<file path="src/rtl/m8088_bus_responder.sv">
// 8088 local-bus slave: turns CPU read/write/INTA bus cycles into single backend requests.
// Define M8088_RESP_TIMEOUT_EN to abandon a backend request after 1023 cycles without ack.
module m8088_bus_responder #(
    parameter int unsigned WAIT_STATES = 1
) (
    input  logic        CORE_CLK,
    input  logic        RESET,
    input  logic [19:0] addr,
    input  logic [7:0]  dout,
    input  logic        ALE,
    input  logic        RD_n,
    input  logic        WR_n,
    input  logic        IOM,
    input  logic        INTA_n,
    output logic [7:0]  din,
    output logic        READY,
    output logic        req,
    output logic        req_we,
    output logic        req_io,
    output logic [19:0] req_addr,
    output logic [7:0]  req_wdata,
    input  logic        ack,
    input  logic [7:0]  rdata,
    input  logic [7:0]  irq_vector,
    output logic        inta_done,
    output logic        timeout_err
);

    typedef enum logic [2:0] {StIdle, StAddr, StReq, StWait, StHold} state_e;

    localparam logic [3:0] WaitLoad = 4'(WAIT_STATES);

    state_e     state_q;
    logic [3:0] wait_cnt_q;
    logic       inta_phase_q;
    logic       discard_q;
    logic       rw_idle;
`ifdef M8088_RESP_TIMEOUT_EN
    logic [9:0] tmo_cnt_q;
`endif

    assign rw_idle = RD_n & WR_n;

    always_ff @(posedge CORE_CLK) begin
        inta_done <= 1'b0;
`ifdef M8088_RESP_TIMEOUT_EN
        timeout_err <= 1'b0;
`endif
        if (RESET) begin
            state_q      <= StIdle;
            READY        <= 1'b1;
            din          <= 8'hFF;
            req          <= 1'b0;
            req_we       <= 1'b0;
            req_io       <= 1'b0;
            req_addr     <= 20'h0;
            req_wdata    <= 8'h0;
            inta_phase_q <= 1'b0;
            discard_q    <= 1'b0;
            wait_cnt_q   <= 4'h0;
`ifdef M8088_RESP_TIMEOUT_EN
            tmo_cnt_q    <= 10'h0;
`endif
        end else if (ALE) begin
            // A new address phase abandons whatever cycle was in progress.
            state_q   <= StAddr;
            req_addr  <= addr;
            req_io    <= ~IOM;
            req       <= 1'b0;
            READY     <= 1'b1;
            discard_q <= 1'b0;
        end else begin
            unique case (state_q)
                StIdle: ;
                StAddr: begin
                    if (!WR_n) begin
                        req       <= 1'b1;
                        req_we    <= 1'b1;
                        req_wdata <= dout;
                        READY     <= 1'b0;
                        discard_q <= 1'b0;
                        state_q   <= StReq;
`ifdef M8088_RESP_TIMEOUT_EN
                        tmo_cnt_q <= 10'h0;
`endif
                    end else if (!RD_n) begin
                        req       <= 1'b1;
                        req_we    <= 1'b0;
                        READY     <= 1'b0;
                        discard_q <= 1'b0;
                        state_q   <= StReq;
`ifdef M8088_RESP_TIMEOUT_EN
                        tmo_cnt_q <= 10'h0;
`endif
                    end else if (!INTA_n) begin
                        // First INTA pulse is a dummy; the second carries the vector.
                        inta_phase_q <= ~inta_phase_q;
                        READY        <= 1'b1;
                        state_q      <= StHold;
                        if (inta_phase_q) begin
                            din       <= irq_vector;
                            inta_done <= 1'b1;
                        end else begin
                            din <= 8'hFF;
                        end
                    end
                end
                StReq: begin
                    if (ack) begin
                        req <= 1'b0;
                        if (discard_q || rw_idle) begin
                            // CPU already left the cycle: drop the result.
                            READY   <= 1'b1;
                            state_q <= StIdle;
                        end else begin
                            if (!req_we) din <= rdata;
                            wait_cnt_q <= WaitLoad;
                            if (WAIT_STATES == 0) begin
                                READY   <= 1'b1;
                                state_q <= StHold;
                            end else begin
                                state_q <= StWait;
                            end
                        end
                    end else begin
                        if (rw_idle) discard_q <= 1'b1;
`ifdef M8088_RESP_TIMEOUT_EN
                        if (tmo_cnt_q == 10'd1022) begin
                            req         <= 1'b0;
                            din         <= 8'hFF;
                            READY       <= 1'b1;
                            timeout_err <= 1'b1;
                            state_q     <= StHold;
                        end else begin
                            tmo_cnt_q <= tmo_cnt_q + 10'd1;
                        end
`endif
                    end
                end
                StWait: begin
                    wait_cnt_q <= wait_cnt_q - 4'd1;
                    if (wait_cnt_q == 4'd1) begin
                        READY   <= 1'b1;
                        state_q <= StHold;
                    end
                end
                StHold: begin
                    if (rw_idle && INTA_n) state_q <= StIdle;
                end
                default: state_q <= StIdle;
            endcase
        end
    end

`ifndef M8088_RESP_TIMEOUT_EN
    assign timeout_err = 1'b0;
`endif

endmodule

</file>
<file path="config.mk">
export PLATFORM = sky130hd
export DESIGN_NAME = m8088_bus_responder
export DESIGN_NICKNAME = d
export VERILOG_FILES = /design/src/rtl/m8088_bus_responder.sv
export SDC_FILE = /design/constraint.sdc
export NUM_CORES = 1
export LEC_CHECK = 0
export ABC_AREA = 1
export CORE_ASPECT_RATIO = 1.1
export CORE_MARGIN = 4
export CORE_UTILIZATION = 42
export DETAILED_ROUTE_END_ITERATION = 6
export PLACE_DENSITY = 0.79
export SYNTH_ARGS = -nofsm -noshare
export SYNTH_HDL_FRONTEND = slang
export SYNTH_SLANG_ARGS = --single-unit
</file>
<file path="constraint.sdc">
create_clock -name CORE_CLK -period 1.4 [get_ports CORE_CLK]
set_input_delay 0.28 -clock CORE_CLK [delete_from_list [all_inputs] [get_ports CORE_CLK]]
set_output_delay 0.28 -clock CORE_CLK [all_outputs]
set_load 0.02 [all_outputs]
</file>
==> run summary <==
synthesized area per cell - 7.05 um^2
critical path class - register to register
Final Wtd Congestion - 0.855
Setup-failing EPs final - 0
Die ar. - 6460 um^2
Tmin final - 1.32 ns
share of layout cells above drive strength 1 - 13.5%
Hold Path Sink - din[7]
largest net degree at the start of global routing - 41
Filler cells - 453
fmax - 756 MHz
Worst setup SP type - register
Net Sw Frac - 27.6%
part of the cycle the worst path needs - 94.5%
Post-synth ARST share - 0%
Slew Limit Fails - 0
io pins - 94
Post-Route WL - 6300 um
FF-to-FF path depth - 8
Yosys top cell area share - 45.5%
PD cells - 858 nW/um^2
GRT Util Overall - 19.6%
static leakage - 1.61 nW
Critical Path Start - state_q[1]
post-route ant nets - 0
Fin. Hold Viols - 0
number of CTS-inserted buffers - 5
leading cell types in the layout, fill and taps excluded - nor2_1 (77), nand2_1 (50), clkdlybuf4s50_1 (49), dfxtp_1 (48), dlygate4sd2_1 (41)
Critical Path RT - 1.59 ns
CP peak stage delay - 0.44 ns
distinct cell type count after synthesis - 26
core area - 5030 um^2
antenna violations before repair - 0
Initial DRC Count - 188
DR vias/cell - 5.00
Worst EP arrival - 1.51 ns
via count - 2437
Seq/Total Area, Yosys - 45.5%
Root Buffer Master - clkbuf_8
Post-synth EDFFs - 0
max-cap viol count - 0
n_diodes - 0
CP delay by family, top - simple AND/OR/NAND/NOR gates
synth warn - 0
grt total ovfl - 0
internal reg-to-reg setup slack - 0.08 ns
Die H - 83.9 um
DIE WIDTH - 77.0 um
reg-to-reg startpoint - state_q[1]
NumNets Final - 483
commonest non-fill, non-tap cell in the layout - nor2_1
maximum buffer depth of the clock tree - 2
Final Non-Filler Cells - 487
hold path startpoint - din[7]
Clock Skew - 0.00631 ns
cts hold-fix bufs - 0
worst hold path class - register to register
Logic pwr share - 21.9%
area grow syn2layout - 58.0%
critical-path cell list - nand2_4, nor2_4, buf_4, nand2_1, nand2_1, nor2_2, nand3_1, nand3_1
sequential power share - 51.2%
global-route wire length before repair - 10600 um
Clock power frac - 27.0%
placed cells - 480
hold path depth - 2
slowest CP cell - dfxtp_2
post-route setup TNS - 0 ns
Mapped Cells - 312
Worst-path clk slew - 0.09 ns
Syn Nets - 366
Area contributors post-synth - dfxtp_1 (46%), nor2_1 (14%), o21ai_0 (9.1%)
crit path max fanout - 6
Reg-to-Reg End - READY
clock sink total - 50
initial core utilization - 43.7%
Port Buf Inserts - 92
unrepaired setup endpoints after global routing - true
Rows - 27
Internal - 2.16 mW
drt first pass iters - 4
sequential cell area - 1000 um^2
CTS tree - done
worst skew pair latency - 0.30 ns
maximum vdd ir drop - 0.671 mV
Multi-input gate area - 1080 um^2
DRC errors left - 0
Yosys reg bits - 50
htree depth - 2
most common flop cell mapped by yosys - dfxtp_1
hpwl dp - 4830 um
net switching power - 0.821 mW
vias in the first global route - 2443
WL per Instance - 12.9 um
Worst Path Buf+Inv - 1
status - finished clean
area leader, netlist - dfxtp_1
CP Capture Type - register
Netlist Area Pre-Place - 2200 um^2
post-CTS setup buffers - 0
==> repair_timing <==
action                                  in CTS  in global routing
pin swaps                                    0                  5
endpoints found under the setup margin      41                 24
gates resized for setup                     41                 18
==> cell type report <==
class | count | area share [%]
clock buffer | 6 | 2.09
clock inverter | 1 | 0.216
inverter | 20 | 2.16
multi-input combinational | 229 | 31.1
sequential | 50 | 28.9
tap | 58 | 2.09
timing repair buffer | 123 | 33.4
==> tightest hold or removal path, delay by kind of cell (launching register included) <==
family,cells,cell delay (ns)
AND/OR/NAND/NOR,2,0.11
flip-flops,1,0.33
==> metal layers <==
layer	wire (um)	track usage (%)	part of all wire (%)
met1	2600	21.4	41
met2	3060	35.2	49
met3	545	7.67	8.6
met4	99	4.85	1.6
met5	0	0	0
==> sequential cells by signal (all words and copies together), names as in the netlist <==
register      cells
req_addr         20
din               8
req_wdata         8
wait_cnt_q        4
state_q           3
READY             1
discard_q         1
inta_done         1
inta_phase_q      1
req               1
req_io            1
req_we            1
==> power by group through the flow <==
stage	logic, mW	registers, mW	clock network [mW]
global placement	0.672	1.56	0
detailed placement	0.684	1.56	0
finish	0.652	1.53	0.804
CTS	0.645	1.52	0.827
floorplan	0.218	1.63	0
global route	0.716	1.53	0.875
==> cells by family after synthesis <==
kind of cell             after synthesis  share of synthesized area [%]
other                                  1                          0.171
buffers and inverters                 33                           6.77
flip-flops                            50                           45.5
adder cells (fa/ha/maj)                2                           1.14
AO/OA/AOI/OAI                         52                           12.4
AND/OR/NAND/NOR                      173                           33.6
XOR/XNOR                               1                          0.398
==> cell usage after synthesis (3+ instances only) <==
library cell	count
nand2_4	3
nand2_1	52
a21oi_1	8
inv_1	19
dfxtp_1	50
nor2_1	82
nand4_1	3
nand3_1	26
o21ai_0	40
clkbuf_1	6
==> per-stage QoR <==
step	hold slack (ns)	power [mW]	utilization, %	area [um^2]	setup slack, ns
floorplan	0.342	1.85	-	2200	0.195
global placement	0.442	2.23	67.6	3400	-0.242
detailed placement	0.450	2.24	67.6	3400	-0.279
CTS	0.468	3.00	68.1	3430	0.0258
global route	0.484	3.13	69.0	3470	-0.0217
finish	0.468	2.98	69.0	3470	0.0775
==> worst max-delay path by stage <==
stage	end	cells after the start	slack, ns
floorplan	wait_cnt_q[3]	10	0.20
global placement	wait_cnt_q[0]	8	-0.24
detailed placement	wait_cnt_q[0]	8	-0.28
CTS	din[5]	9	0.03
global route	din[2]	8	-0.02
finish	READY	8	0.08
Power figures use the tool's default switching activity.
